<file path="src/rtl/shifter_iter.sv">
`default_nettype none
// ============================================================================
// Module      : shifter_iter
// Description : Iterative shift/rotate register, one bit position per clock,
//               with a start/ready/done handshake. Ops: NOP, LOAD, LSL, LSR,
//               ASR, ROL, ROR (code 111 behaves as NOP).
//               Optional macro SHIFTER_ITER_CARRY_EN adds a 'carry' output
//               that holds the bit shifted or rotated out on the final step.
// Revision    : 1.0 - initial release
// ============================================================================
module shifter_iter #(
  parameter int WIDTH   = 8,
  parameter int SHAMT_W = 3
) (
  input  logic               clk,
  input  logic               reset,
  input  logic               start,
  input  logic [2:0]         op,
  input  logic [SHAMT_W-1:0] shamt,
  input  logic [WIDTH-1:0]   d_in,
  output logic [WIDTH-1:0]   d_out,
  output logic               ready,
  output logic               done
`ifdef SHIFTER_ITER_CARRY_EN
  ,
  output logic               carry
`endif
);

  localparam logic [2:0]         c_OP_LOAD = 3'b001;
  localparam logic [2:0]         c_OP_LSL  = 3'b010;
  localparam logic [2:0]         c_OP_LSR  = 3'b011;
  localparam logic [2:0]         c_OP_ASR  = 3'b100;
  localparam logic [2:0]         c_OP_ROL  = 3'b101;
  localparam logic [2:0]         c_OP_ROR  = 3'b110;
  localparam logic [SHAMT_W-1:0] c_ONE     = SHAMT_W'(1);
  localparam logic [SHAMT_W-1:0] c_ZERO    = '0;

  typedef enum logic [0:0] {
    ST_IDLE = 1'b0,
    ST_BUSY = 1'b1
  } state_t;

  state_t             r_state;
  logic [SHAMT_W-1:0] r_count;
  logic [2:0]         r_op;
  logic [WIDTH-1:0]   r_data;
  logic               r_ready;
  logic               r_done;

  logic               w_is_shift;
  logic [2:0]         w_step_op;
  logic [WIDTH-1:0]   w_step_data;

  // One 1-bit step of the selected shift/rotate; non-shift codes hold value.
  function automatic logic [WIDTH-1:0] f_step(input logic [2:0] o,
                                              input logic [WIDTH-1:0] v);
    logic [WIDTH-1:0] res;
    res = v;
    case (o)
      c_OP_LSL: res = {v[WIDTH-2:0], 1'b0};
      c_OP_LSR: res = {1'b0, v[WIDTH-1:1]};
      c_OP_ASR: res = {v[WIDTH-1], v[WIDTH-1:1]};
      c_OP_ROL: res = {v[WIDTH-2:0], v[WIDTH-1]};
      c_OP_ROR: res = {v[0], v[WIDTH-1:1]};
      default:  res = v;
    endcase
    return res;
  endfunction

`ifdef SHIFTER_ITER_CARRY_EN
  logic r_carry;
  logic w_step_carry;

  // Bit leaving the register on a step: msb for left moves, lsb otherwise.
  function automatic logic f_carry(input logic [2:0] o,
                                   input logic [WIDTH-1:0] v);
    logic c;
    if (o == c_OP_LSL || o == c_OP_ROL) c = v[WIDTH-1];
    else                                c = v[0];
    return c;
  endfunction
`endif

  // Shift ops are 010..110; NOP, LOAD and reserved 111 complete in one cycle.
  assign w_is_shift  = (op >= c_OP_LSL) && (op <= c_OP_ROR);
  // The first step uses the live op at accept; later steps use the latched op.
  assign w_step_op   = (r_state == ST_BUSY) ? r_op : op;
  assign w_step_data = f_step(w_step_op, r_data);
`ifdef SHIFTER_ITER_CARRY_EN
  assign w_step_carry = f_carry(w_step_op, r_data);
`endif

  // Control FSM and datapath register; all outputs are registered here.
  always_ff @(posedge clk or posedge reset) begin
    if (reset) begin
      r_state <= ST_IDLE;
      r_count <= c_ZERO;
      r_op    <= 3'b000;
      r_data  <= '0;
      r_ready <= 1'b1;
      r_done  <= 1'b0;
`ifdef SHIFTER_ITER_CARRY_EN
      r_carry <= 1'b0;
`endif
    end else if (r_state == ST_IDLE) begin
      r_done <= 1'b0;
      if (start) begin
        if (op == c_OP_LOAD) begin
          r_data <= d_in;
`ifdef SHIFTER_ITER_CARRY_EN
          r_carry <= 1'b0;
`endif
          r_done <= 1'b1;
        end else if (w_is_shift && (shamt != c_ZERO)) begin
          // First step happens on the accept edge itself.
          r_data  <= w_step_data;
`ifdef SHIFTER_ITER_CARRY_EN
          r_carry <= w_step_carry;
`endif
          r_count <= shamt - c_ONE;
          r_op    <= op;
          if (shamt == c_ONE) begin
            r_done <= 1'b1;
          end else begin
            r_state <= ST_BUSY;
            r_ready <= 1'b0;
          end
        end else begin
          // NOP, reserved op, or zero shift amount: value untouched.
          r_done <= 1'b1;
        end
      end
    end else begin
      // BUSY: count stays >= 1 here, so the final step is at count == 1.
      r_data  <= w_step_data;
`ifdef SHIFTER_ITER_CARRY_EN
      r_carry <= w_step_carry;
`endif
      r_count <= r_count - c_ONE;
      if (r_count == c_ONE) begin
        r_state <= ST_IDLE;
        r_ready <= 1'b1;
        r_done  <= 1'b1;
      end
    end
  end

  assign d_out = r_data;
  assign ready = r_ready;
  assign done  = r_done;
`ifdef SHIFTER_ITER_CARRY_EN
  assign carry = r_carry;
`endif

endmodule
`default_nettype wire
</file>
<file path="config.mk">
export PLATFORM = sky130hd
export DESIGN_NAME = shifter_iter
export DESIGN_NICKNAME = d
export VERILOG_FILES = /design/src/rtl/shifter_iter.sv
export SDC_FILE = /design/constraint.sdc
export NUM_CORES = 1
export LEC_CHECK = 0
export CAP_MARGIN = 5
export CORE_ASPECT_RATIO = 1.25
export CORE_MARGIN = 10
export CORE_UTILIZATION = 49
export CTS_CLUSTER_DIAMETER = 60
export CTS_CLUSTER_SIZE = 20
export DETAILED_ROUTE_END_ITERATION = 8
export PLACE_DENSITY = 0.89
export SYNTH_ARGS = -nofsm -noshare
export SYNTH_HDL_FRONTEND = slang
export SYNTH_SLANG_ARGS = --single-unit
</file>
<file path="constraint.sdc">
create_clock -name clk -period 2.1 [get_ports clk]
set_input_delay 0.315 -clock clk [delete_from_list [all_inputs] [get_ports clk]]
set_output_delay 0.315 -clock clk [all_outputs]
set_load 0.02 [all_outputs]
</file>
==> Implementation_results.wiki <==
{| class="wikitable"
! Metric !! Value
|-
| Antenna Violating Nets Remaining || 0
|-
| Yosys reg bits || 17
|-
| Gpl congestion || 0.9335
|-
| Worst r2r dst || d_out[0]
|-
| Post-synthesis to final-layout area growth || 35.72%
|-
| Final sum of negative setup slack || 0 ns
|-
| TritonCTS buffer count || 3
|-
| Area share of the largest cell type after synthesis || 0.3372
|-
| Sequential Area || 426.7 um^2
|-
| Post-DP HPWL || 2606 um
|-
| Combined global-route utilization of all metal layers || 0.1331
|-
| Depth of the most critical reg-to-reg path || 6
|-
| Total of max-cap violations || 0
|-
| Insertion delay of the later-clocked pin in the worst-skew pair || 0.29 ns
|-
| Crit-path slowest cell || sky130_fd_sc_hd__a2111o_4
|-
| Maximum fanout encountered on the critical timing path || 4
|-
| Element type at the critical path end || flip-flop
|-
| Crit-path max cell delay || 0.50 ns
|-
| Maximum buffer depth of the clock tree || 2
|-
| Hold Buf Count CTS || 0
|-
| Reported net switching power || 0.9777 mW
|-
| Overflow left after global routing || 0
|-
| Initial antenna violation count || 0
|-
| Pins Over Slew Limit || 0
|-
| Arrival time at the worst endpoint || 2.21 ns
|-
| Post-cts gate resize count || 0
|-
| RR Startpoint || r_state
|-
| CTS sink count || 17
|-
| Fraction of power consumed by the clock network || 0.079
|-
| Post-CTS repair timing setup buffer count || 0
|-
| Average vias per placed instance || 5.851
|-
| Count of endpoints failing hold in the final timing report || 0
|-
| VDD IR-drop max || 1.012 mV
|-
| Flop2flop setup slack || 0.27 ns
|-
| Net count of the mapped netlist || 142
|-
| Total non-filler cell area in the finished layout || 0.001612 mm^2
|-
| Number of cells produced by synthesis || 120
|-
| Number of buffers and inverters on the critical path || 2
|-
| Largest cells by area after synthesis || sky130_fd_sc_hd__dfrtp_1 34%, sky130_fd_sc_hd__ha_1 5.3%, sky130_fd_sc_hd__o21ai_0 4.2%
|-
| Wire length of the first global-routing pass || 5361 um
|-
| Average cell area after synthesis || 9.895 um^2
|-
| Clock Skew || 0.01386 ns
|-
| Via count of the first global-routing pass || 1157
|-
| Count of endpoints failing setup in the final report || 0
|-
| Combinational group share of total power || 0.621
|-
| Synthesized cell area || 0.001187 mm^2
|-
| X dimension of the die || 64.03 um
|-
| Area of the core || 0.002258 mm^2
|-
| Die Y || 75.04 um
|-
| Status || finished clean
|-
| Classification of the worst-slack hold path || input port to asynchronous set/reset pin
|-
| Final antenna diode count || 0
|-
| Count of input and output buffers || 26
|-
| Switching part of the total power || 0.4314
|-
| Final worst-path cycle share || 0.9644
|-
| Actual transition at the worst max-transition pin || 0.6518 ns
|-
| Top cell family by delay on the critical path || buffers and inverters
|-
| Sort of element at the start of the critical path || input port
|-
| Headroom to the max-slew limit || 0.5650
|-
| Smallest hold slack || 0.4026 ns
|-
| Final cell utilization of the core || 0.7136
|-
| Area of placed instances || 0.001579 mm^2
|-
| Number of distinct library cell variants in the gate-level netlist after synthesis || 43
|-
| Clock-pin transition on the worst setup and hold timing paths || 0.11 ns
|-
| Detailed Route Iter0 Violations || 43
|-
| P per Cell Area || 1406 mW/mm^2
|-
| Number of search-and-repair iterations in the first detailed-routing pass || 4
|-
| Max H-tree Level || 1
|-
| Maximum number of pins on one net before global-route repair || 18
|-
| WP data required || 2.28 ns
|-
| Number of warning messages in the yosys log || 0
|-
| Overall routed net length || 3221 um
|-
| Minimum clock period after layout || 2.025 ns
|-
| Post-synthesis sequential area ratio || 0.3593
|-
| Cell-internal power || 1.288 mW
|-
| Crit path cell chain || clkdlybuf4s50_1 -> inv_1 -> ha_1 -> nor2b_2 -> a2111o_4 -> nor2_8 -> mux2_1
|-
| Number of rows in the core area || 19
|-
| Total DRC errors in the routed layout || 0
|-
| Multi-input logic area || 705.7 um^2
|-
| Final layout net count || 186
|-
| Layout cell share with drive strength beyond 1 || 0.2209
|-
| Layout filler cell count || 170
|-
| Seq pwr share || 0.300
|-
| Wire length per cell after detailed routing || 16.60 um
|-
| Achievable Freq || 493.8 MHz
|-
| Die Area || 0.004804 mm^2
|-
| Critical path class || input port to flip-flop
|-
| Via count || 1135
|-
| Cell taking the most area after synthesis || sky130_fd_sc_hd__dfrtp_1
|-
| I/O pin total || 27
|-
| Clock root buffer master || sky130_fd_sc_hd__clkbuf_4
|-
| Starting density of the core || 0.5258
|-
| Clock tree from TritonCTS || built
|-
| Static Leakage || 0.7152 nW
|-
| Total power || 2.266 mW
|}
[metrics by stage]
stage	std cells	worst slack (ns)
after floorplan	120	0.3316
final	194	0.07477
after CTS	194	0.06253
after global routing	194	-0.001639
after global placement	190	-0.1556
after detailed placement	190	-0.2459
[layout by cell type, fill, tap and decap left out, drive strengths merged, types with 2 or more instances in the layout]
master         synthesis  layout
o2bb2ai                2       2
ha                     5       5
dfrtp                 16      16
a21o                   2       2
o21ai                 14      14
nand2                  4       4
clkdlybuf4s50          0      26
nor3                   3       3
o221ai                 3       3
buf                    3      16
a31oi                  2       2
clkbuf                 0       4
mux2                   6       6
xnor2                  2       2
a22o                   2       2
inv                    9       9
nor2                  10      10
a2bb2oi                3       3
a31o                   2       2
nor2b                  2       2
mux2i                  4       4
nand3                  3       3
a221oi                 3       3
a21oi                  9       9
[power by group through the flow]
| stage | Clock [mW] | Combinational, mW | Sequential (mW) |
|---|---|---|---|
| final | 0.179 | 1.41 | 0.679 |
| after global routing | 0.190 | 1.53 | 0.704 |
| after CTS | 0.177 | 1.39 | 0.674 |
| after detailed placement | 0 | 1.39 | 0.678 |
| after global placement | 0 | 1.34 | 0.670 |
| after floorplan | 0 | 0.853 | 0.728 |
[synth_stat cells, drive strengths merged]
cell	instances
dfrtp	16
a2111o	1
o221ai	3
a2bb2oi	3
a21o	2
and3	1
mux2	6
a221oi	3
nor2b	2
inv	9
o2bb2ai	2
nand3b	1
a31o	2
dfstp	1
nor3	3
a22o	2
ha	5
buf	3
a211o	1
o311ai	1
nor2	10
o21ai	14
nand3	3
xor2	1
and2	1
xnor2	2
mux2i	4
o21a	1
o22ai	1
a31oi	2
a41oi	1
a21oi	9
nand2	4
[metal layers]
metal	global-route usage	vias to the layer above	routed length, um
li1	-	540	-
met1	0.1525	534	1388
met2	0.2458	52	1553
met3	0.03264	9	216
met4	0.02676	0	61
met5	0	-	0
[cell type report]
type | instances | share of cell area
clock buffer | 4 | 0.01630
inverter | 9 | 0.02096
multi-input combinational | 91 | 0.4379
sequential | 17 | 0.2648
tap | 31 | 0.02407
timing repair buffer | 42 | 0.2360
[sequential cells by signal, summed over array words and instances (netlist names)]
register,count
d_out,8
r_op,3
ready,1
r_count,3
r_state,1
done,1
[worst max-delay path by stage]
stage	from	endpoint	slack, ns	depth (start not counted)
after floorplan	shamt[0]	r_op[0]	0.33	6
after global placement	shamt[0]	r_op[1]	-0.16	7
after detailed placement	shamt[0]	r_op[2]	-0.25	7
after CTS	shamt[0]	r_op[2]	0.06	7
after global routing	shamt[0]	r_op[0]	-0.002	7
final	shamt[0]	r_op[0]	0.07	7
[kinds of logic after synthesis]
logic type | Yosys count | synth area share
AND/OR/NAND/NOR | 25 | 0.1170
XOR/XNOR | 3 | 0.02213
AO/OA/AOI/OAI | 48 | 0.3035
buffers and inverters | 12 | 0.05163
flip-flops | 17 | 0.3593
adder cells (fa/ha/maj) | 5 | 0.05269
multiplexers | 10 | 0.09378
Power figures use the tool's default switching activity.
